### src/rtl/alu_pkg.sv
// Shared definitions for the ALU result stage: opcodes, flag positions,
// the buffered entry layout and a parity helper.
// Optional feature macro: ALU_RES_PARITY_EN adds a parity bit to each entry.
package alu_pkg;

  localparam int ALU_DATA_W = 32;
  localparam int ALU_OP_W   = 4;

  localparam logic [3:0] OP_NOT  = 4'b0000;
  localparam logic [3:0] OP_ADD  = 4'b0001;
  localparam logic [3:0] OP_SUB  = 4'b0010;
  localparam logic [3:0] OP_MUL  = 4'b0011;
  localparam logic [3:0] OP_AND  = 4'b0100;
  localparam logic [3:0] OP_OR   = 4'b0101;
  localparam logic [3:0] OP_XOR  = 4'b0110;
  localparam logic [3:0] OP_SHR  = 4'b0111;
  localparam logic [3:0] OP_SHL  = 4'b1000;
  localparam logic [3:0] OP_LAST = 4'b1000;

  localparam int FLAG_Z = 0;
  localparam int FLAG_N = 1;
  localparam int FLAG_V = 2;
  localparam int FLAG_I = 3;

  // One buffered result as it travels through the two-entry queue.
  typedef struct packed {
    logic [ALU_DATA_W-1:0] result;
    logic [ALU_OP_W-1:0]   op;
    logic [3:0]            flags;
`ifdef ALU_RES_PARITY_EN
    logic                  parity;
`endif
  } alu_entry_t;

  // Even-parity bit over a result word (XOR of all bits).
  function automatic logic calc_parity(input logic [ALU_DATA_W-1:0] value);
    return ^value;
  endfunction

endpackage

### src/rtl/alu_res_fifo2.sv
// Generic two-entry FIFO: a read pointer bit plus a 0..2 occupancy count.
// The write slot is derived from the read pointer and occupancy, so order
// is preserved across simultaneous push and pop. Callers qualify push/pop.
module alu_res_fifo2 #(
  parameter int WIDTH = 8
) (
  input  logic             clk,
  input  logic             rst_n,
  input  logic             push,
  input  logic [WIDTH-1:0] wdata,
  input  logic             pop,
  output logic [WIDTH-1:0] rdata,
  output logic             not_full,
  output logic             not_empty
);

  logic [WIDTH-1:0] mem0_r;
  logic [WIDTH-1:0] mem1_r;
  logic             rd_ptr_r;
  logic [1:0]       count_r;
  logic [1:0]       count_next_s;
  logic             wr_ptr_s;

  // With one entry held the free slot is the other one; otherwise it is rd_ptr.
  assign wr_ptr_s  = rd_ptr_r ^ count_r[0];
  assign rdata     = rd_ptr_r ? mem1_r : mem0_r;
  assign not_full  = (count_r != 2'd2);
  assign not_empty = (count_r != 2'd0);

  // Next occupancy from the push/pop combination.
  always_comb begin
    count_next_s = count_r;
    case ({push, pop})
      2'b10:   count_next_s = count_r + 2'd1;
      2'b01:   count_next_s = count_r - 2'd1;
      default: count_next_s = count_r;
    endcase
  end

  // Storage, read pointer and occupancy registers.
  always_ff @(posedge clk or negedge rst_n) begin
    if (!rst_n) begin
      mem0_r   <= {WIDTH{1'b0}};
      mem1_r   <= {WIDTH{1'b0}};
      rd_ptr_r <= 1'b0;
      count_r  <= 2'd0;
    end else begin
      if (push) begin
        if (wr_ptr_s) begin
          mem1_r <= wdata;
        end else begin
          mem0_r <= wdata;
        end
      end
      if (pop) begin
        rd_ptr_r <= ~rd_ptr_r;
      end
      count_r <= count_next_s;
    end
  end

endmodule

### src/rtl/alu_result_stage.sv
// Registered result stage behind the 32-bit ALU. Derives {I,V,N,Z} flags at
// the input, buffers up to two results behind valid/ready, and keeps a
// transfer counter (wrapping) and an illegal-op counter (saturating).
// Optional feature macro: ALU_RES_PARITY_EN adds out_parity per entry.
module alu_result_stage
  import alu_pkg::*;
#(
  parameter int DATA_W = ALU_DATA_W,
  parameter int OP_W   = ALU_OP_W,
  parameter int CNT_W  = 16
) (
  input  logic              clk,
  input  logic              rst_n,
  input  logic              in_valid,
  output logic              in_ready,
  input  logic [DATA_W-1:0] in_result,
  input  logic [OP_W-1:0]   in_op,
  input  logic              in_a_msb,
  input  logic              in_b_msb,
  output logic              out_valid,
  input  logic              out_ready,
  output logic [DATA_W-1:0] out_result,
  output logic [OP_W-1:0]   out_op,
  output logic [3:0]        out_flags,
`ifdef ALU_RES_PARITY_EN
  output logic              out_parity,
`endif
  output logic [CNT_W-1:0]  res_count,
  output logic [CNT_W-1:0]  illegal_count
);

  logic             push_s;
  logic             pop_s;
  logic             not_full_s;
  logic             not_empty_s;
  logic [3:0]       flags_s;
  alu_entry_t       wr_entry_s;
  alu_entry_t       rd_entry_s;
  logic [CNT_W-1:0] res_count_r;
  logic [CNT_W-1:0] illegal_count_r;

  assign in_ready  = not_full_s;
  assign out_valid = not_empty_s;
  assign push_s    = in_valid && not_full_s;
  assign pop_s     = not_empty_s && out_ready;

  // Status flags of the incoming result; overflow only for add and sub.
  always_comb begin
    flags_s         = 4'b0000;
    flags_s[FLAG_Z] = (in_result == {DATA_W{1'b0}});
    flags_s[FLAG_N] = in_result[DATA_W-1];
    case (in_op)
      OP_ADD:  flags_s[FLAG_V] = (in_a_msb == in_b_msb) && (in_result[DATA_W-1] != in_a_msb);
      OP_SUB:  flags_s[FLAG_V] = (in_a_msb != in_b_msb) && (in_result[DATA_W-1] != in_a_msb);
      default: flags_s[FLAG_V] = 1'b0;
    endcase
    flags_s[FLAG_I] = (in_op > OP_LAST);
  end

  // Pack the entry written into the queue on a push.
  always_comb begin
    wr_entry_s.result = in_result;
    wr_entry_s.op     = in_op;
    wr_entry_s.flags  = flags_s;
`ifdef ALU_RES_PARITY_EN
    wr_entry_s.parity = calc_parity(in_result);
`endif
  end

  alu_res_fifo2 #(
    .WIDTH ($bits(alu_entry_t))
  ) u_fifo (
    .clk       (clk),
    .rst_n     (rst_n),
    .push      (push_s),
    .wdata     (wr_entry_s),
    .pop       (pop_s),
    .rdata     (rd_entry_s),
    .not_full  (not_full_s),
    .not_empty (not_empty_s)
  );

  assign out_result = rd_entry_s.result;
  assign out_op     = rd_entry_s.op;
  assign out_flags  = rd_entry_s.flags;
`ifdef ALU_RES_PARITY_EN
  assign out_parity = rd_entry_s.parity;
`endif

  // Debug counters: transfers wrap, illegal ops stick at all-ones.
  always_ff @(posedge clk or negedge rst_n) begin
    if (!rst_n) begin
      res_count_r     <= {CNT_W{1'b0}};
      illegal_count_r <= {CNT_W{1'b0}};
    end else begin
      if (pop_s) begin
        res_count_r <= res_count_r + {{(CNT_W-1){1'b0}}, 1'b1};
      end
      if (push_s && flags_s[FLAG_I] && (illegal_count_r != {CNT_W{1'b1}})) begin
        illegal_count_r <= illegal_count_r + {{(CNT_W-1){1'b0}}, 1'b1};
      end
    end
  end

  assign res_count     = res_count_r;
  assign illegal_count = illegal_count_r;

endmodule

### config.mk
export PLATFORM = sky130hd
export DESIGN_NAME = alu_result_stage
export DESIGN_NICKNAME = d
export VERILOG_FILES = /design/src/rtl/alu_pkg.sv /design/src/rtl/alu_res_fifo2.sv /design/src/rtl/alu_result_stage.sv
export SDC_FILE = /design/constraint.sdc
export NUM_CORES = 1
export LEC_CHECK = 0
export BUFFER_PORTS_ARGS = -buffer_cell sky130_fd_sc_hd__buf_2
export CORE_AREA = 5 5 119 121
export CTS_CLUSTER_SIZE = 10
export DETAILED_ROUTE_END_ITERATION = 10
export DIE_AREA = 0 0 124 126
export PLACE_DENSITY = 0.57
export SLEW_MARGIN = 20
export SYNTH_ARGS = -nofsm -noshare
export SYNTH_HDL_FRONTEND = slang
export SYNTH_SLANG_ARGS = --single-unit
### constraint.sdc
create_clock -name clk -period 2 [get_ports clk]
set_input_delay 0.3 -clock clk [delete_from_list [all_inputs] [get_ports clk]]
set_output_delay 0.3 -clock clk [all_outputs]
set_load 0.03 [all_outputs]
# After elaboration in Yosys (flattened, before gate mapping)
# Cells that the tools add are included.
# word_totals
output_inout_bits	74
input_bits	42
word_cells	37
ff_bits	115
# classes
bitwise_logic	3
eq_ne	9
n_reduce_logical	11
magnitude_cmp	1
addsub	4
mux	3
# op_table
operator	count
$mux W40	1
$add A16 B1 Y16 const B	2
$logic_not A32 Y1	1
$ne A16 B16 Y1 const B	1
$logic_and A1 B1 Y1	6
$eq A4 B1 Y1 const B	1
$eq A4 B2 Y1 const B	1
$gt A4 B4 Y1 const B	1
$pmux W2 S2	1
$reduce_and A2 Y1	2
$reduce_bool A2 Y1	2
$add A2 B1 Y2 const B	1
$eq A2 B1 Y1 const B	1
$eq A2 B2 Y1 const B	1
$ne A1 B1 Y1	2
$ne A2 B2 Y1 const B	1
$not A1 Y1	2
$pmux W1 S2	1
$sub A2 B1 Y2 const B	1
$eq A1 B1 Y1	1
$xor A1 B1 Y1	1

# Depth between registers and ports, before layout
# depth
word_depth	4
ltp_mapped	8
ltp_nobuf	6

# By module
# From an unflattened synthesis, not the netlist that was laid out.
# unflattened
hier_cells	380
hier_area_um2	5235.0
# by_module_without_submodules
module	seq_area_each_um2	cells_per_inst	instances	area_each_um2
alu_res_fifo2	2077.0	228	1	3622.2
alu_result_stage	800.8	152	1	1612.8

# Worst setup path after synthesis
# OpenSTA, ideal clock, no wires.
# synth_timing
path_kind	flip-flop to flip-flop
from	register u_fifo.count_r[1]
to	register illegal_count_r[6], in the netlist illegal_count[6]
setup_time_ps	134
n_path_buf	1
t_arrival_ps	1678
setup_slack_ps	188
path_stages_with_launch	7
t_required_ps	1866
period_less_slack_ps	1812
path_cell_list	dfrtp_1 or2b_4 or3b_4 a31oi_4 buf_6 nand4_2 xnor2_1
# synth_via
elab_chain_cells	4
# synth_lines
item	line	rtl
start: declaration	alu_res_fifo2.sv:20	logic [1:0] count_r;
start signal: assignment	alu_res_fifo2.sv:58	count_r <= count_next_s;
$ne A2 B2 Y1	alu_res_fifo2.sv:27	assign not_full = (count_r != 2'd2);
via in_ready	alu_result_stage.sv:15	output logic in_ready,
$logic_and A1 B1 Y1	alu_result_stage.sv:44	assign push_s = in_valid && not_full_s;
$logic_and A1 B1 Y1 (2 in series)	alu_result_stage.sv:99	if (push_s && flags_s[FLAG_I] && (illegal_count_r != {CNT_W{1'b1}})) begin
end signal: assignment	alu_result_stage.sv:94	illegal_count_r <= {CNT_W{1'b0}};
end signal: assignment	alu_result_stage.sv:100	illegal_count_r <= illegal_count_r + {{(CNT_W-1){1'b0}}, 1'b1};
end: declaration	alu_result_stage.sv:40	logic [CNT_W-1:0] illegal_count_r;
# The timed path passes the listed nets, and every way through them passes these cells.
# A chain may end at the register's enable or synchronous reset.

# Worst setup path after layout
# layout_timing
from	register u_fifo.rd_ptr_r
to	output port out_result[8]
# layout_via
elab_chain_cells	1
# layout_lines
item	line	rtl
start: declaration	alu_res_fifo2.sv:19	logic rd_ptr_r;
start signal: assignment	alu_res_fifo2.sv:56	rd_ptr_r <= ~rd_ptr_r;
$mux W40	alu_res_fifo2.sv:26	assign rdata = rd_ptr_r ? mem1_r : mem0_r;
end: declaration	alu_result_stage.sv:22	output logic [DATA_W-1:0] out_result,
# No other way between the ends.

==> flow_summary.yaml <==
detailed_routing:
  ant_nets: 0
  wl_per_cell_um: 16.2
  first_pass_iters: 4
  drt_drc_violations_left: 0
  vias: 3359
  drt-initial-drc-count: 115
  routed_wirelength_mm: 11.2
  avgViaCountPerCell: 4.87
sta:
  fin_crit_ns: 1.94
  drv_slew: 0
  worst_pin_slew_ns: 0.490
  finalCritPeriodShare_pct: 97.2
  hold_viol: 0
  holdWs_ns: 0.154
  fmax_ghz: 0.514
  setup_ws_ns: 0.0561
  maxSlewHeadroom_pct: 67.0
  clock_skew_ns: 0.00784
  setup_violations: 0
  rsz0062_at_grt: "false"
place:
  dpl.hpwl_mm: 7.65
  gp_congestion: 0.771
  dp_cells: 655
  io_buffers: 115
  dpl_cell_area_um2: 5940
  pre_cts_slack_ns: 0.0240
finish:
  multi_input_area_um2: 2150
  final_area_um2: 6620
  stdcell_count: 690
  diodes: 0
  drive_gt1_share_pct: 55.4
  seqCellArea_um2: 2830
  fin_nets: 546
  syn2layout_area_growth_pct: 30.3
  fillers: 1162
worst_setup_path:
  cpMaxStageDelayCell: "dfrtp_2"
  r2r_cells: 5
  cp-end-kind: "output pin"
  cp.arrival_ns: 1.64
  cp-start-kind: "register"
  timing.rr.end: "illegal_count[1]$_DFFE_PN0P_"
  crit_fanout: 19
  rr_startpoint: "u_fifo.count_r[1]$_DFFE_PN0P_"
  crit_path_end: "out_result[8]"
  ff2ff_setup_slack_ns: 0.17
  path_class: "register to output pin"
  crit_path_start: "u_fifo.rd_ptr_r$_DFFE_PN0P_"
  max_stage_delay_ns: 0.46
  cp_cell_sequence: "clkbuf_16 > mux2_2 > buf_2"
  required_ns: 1.70
clocking:
  clk_latency_ns: 0.41
  cts-root-buf: "clkbuf_16"
  path_clk_slew_ns: 0.05
  cts_max_level: 4
  clock-sinks: 113
  cts_tree: "yes"
  cts_buffer_depth: 2
  numCtsBuffers: 17
logic_synthesis:
  synthMuxAreaShare_pct: 25.9
  ys.flop_type: "dfrtp_1"
  synth_fa_ha_area_share_pct: 0.739
  yosys.area_share.simple_pct: 8.10
  ys_ff_latch: 113
  synth_top_family_by_area: "multiplexers"
  synth_edf_count: 0
  synth_compound_area_share_pct: 1.31
  syn-num-nets: 417
  syn_area_um2: 5080
  yosys.area_share.xor_xnor_pct: 6.03
  syn_inst: 372
  synth.distinct_cells: 31
  ys_warn_count: 0
  avgSynthCellArea_um2: 13.7
  async_reset_ff_share_pct: 100
  ys_seq_area_share_pct: 55.7
floorplan:
  die_x_um: 124
  die_area_um2: 15600
  initial_core_util_pct: 39.1
  core_area_um2: 13000
  die_h_um: 126
  floorplan.rows: 42
  pin_count: 116
global_route:
  overflow: 0
  grt_pass1_wl_mm: 18.3
  antenna_found_initial: 0
  grt_usage_pct: 15.2
  grt_max_degree: 58
  grt_pass1_vias: 3590
power_and_ir_drop:
  p_leak_nw: 3.10
  vdd_drop_max_mv: 0.825
  powerDensity_nw_per_um2: 1890
run_status:
  status: "finished clean"
job:
  max_cap_violations: 0
min_path:
  hold_path.class: "primary input to register"
worst min path at each step:
stage,slack [ns],cells past startpoint,from,end
floorplan,0.004,0,rst_n,illegal_count[0]$_DFFE_PN0P_
global placement,0.21,1,rst_n,u_fifo.mem1_r[24]$_DFFE_PN0P_
detailed placement,0.21,1,rst_n,u_fifo.mem1_r[24]$_DFFE_PN0P_
CTS,0.13,2,in_result[4],u_fifo.mem0_r[12]$_DFFE_PN0P_
global route,0.14,2,in_result[4],u_fifo.mem0_r[12]$_DFFE_PN0P_
finish,0.15,2,in_result[16],u_fifo.mem1_r[24]$_DFFE_PN0P_
power breakdown:
part / switching [mW] / internal (mW) / total [mW]
registers: 0.516 / 3.24 / 3.75
logic: 3.07 / 2.53 / 5.60
clock network: 1.02 / 2.12 / 3.14
through the flow:
| step | util [%] | total power, mW | setup TNS, ns |
|---|---|---|---|
| after floorplan | - | 7.84 | 0 |
| after global placement | 45.7 | 9.27 | 0 |
| after detailed placement | 45.7 | 9.38 | 0 |
| after CTS | 50.7 | 12.6 | -0.0190 |
| after global routing | 51.0 | 13.2 | 0 |
| final | 51.0 | 12.5 | 0 |
final cells by class:
type	instances	share of cell area, %
clock buffers	23	7.52
clock inverters	9	1.93
well taps	176	3.33
flip-flops and latches	113	42.7
inverters	4	0.227
multi-input cells	237	32.4
repair buffers	128	11.8
cell usage in the layout, fill, tap and decap left out, types with 4 or more instances in the layout:
master	n
and3_1	7
buf_12	7
buf_2	114
buf_4	5
clkbuf_16	18
clkbuf_8	5
dfrtp_1	112
inv_1	4
mux2_2	116
nand2_1	15
nand3_1	13
nand4_1	9
nor2_1	9
nor4_1	8
xnor2_1	26
xor2_1	9
cell usage after synthesis (all sizes together) (3+ instances only):
library cell    n  share of area [%]
ha              3               0.74
nand3          14                1.4
and3            8                1.0
nor2            9               0.66
xor2            9                1.6
inv             4               0.30
nor4            8               0.99
nand4          11                1.6
buf            16                1.8
nand2          15                1.1
xnor2          26                4.5
dfrtp         113                 56
mux2          117                 26
critical path: cells and delay by family, from the launching register on:
kind,cells,cell delay (ns)
multiplexers,1,0.36
buffers and inverters,2,0.42
flip-flops,1,0.46
what timing repair did:
| action | CTS | global route |
|---|---|---|
| endpoints found under the hold margin | 19 | 0 |
| buffers inserted | 0 | 1 |
| setup endpoints to repair | 5 | 19 |
| pin swaps | 0 | 0 |
| gates cloned | 0 | 1 |
| hold buffers | 1 | 0 |
| gates resized for setup | 1 | 0 |
layer usage:
metal	GRT usage, %	share of wire (%)
met5	0	0
met4	6.19	1.9
met3	5.34	6.7
met2	23.6	48
met1	19.4	44
logic make-up after synthesis:
family	count (synthesis)
AO/OA/AOI/OAI	8
adder cells (fa/ha/maj)	3
AND/OR/NAND/NOR	74
XOR/XNOR	35
buffers and inverters	22
multiplexers	117
flip-flops	113
flip-flops by register name (all words and copies together) (netlist names):
name / cells
u_fifo.mem0_r: 39
res_count: 16
illegal_count: 16
u_fifo.mem1_r: 39
u_fifo.rd_ptr_r: 1
u_fifo.count_r: 2
No activity file was read; power rests on OpenSTA's default activity.
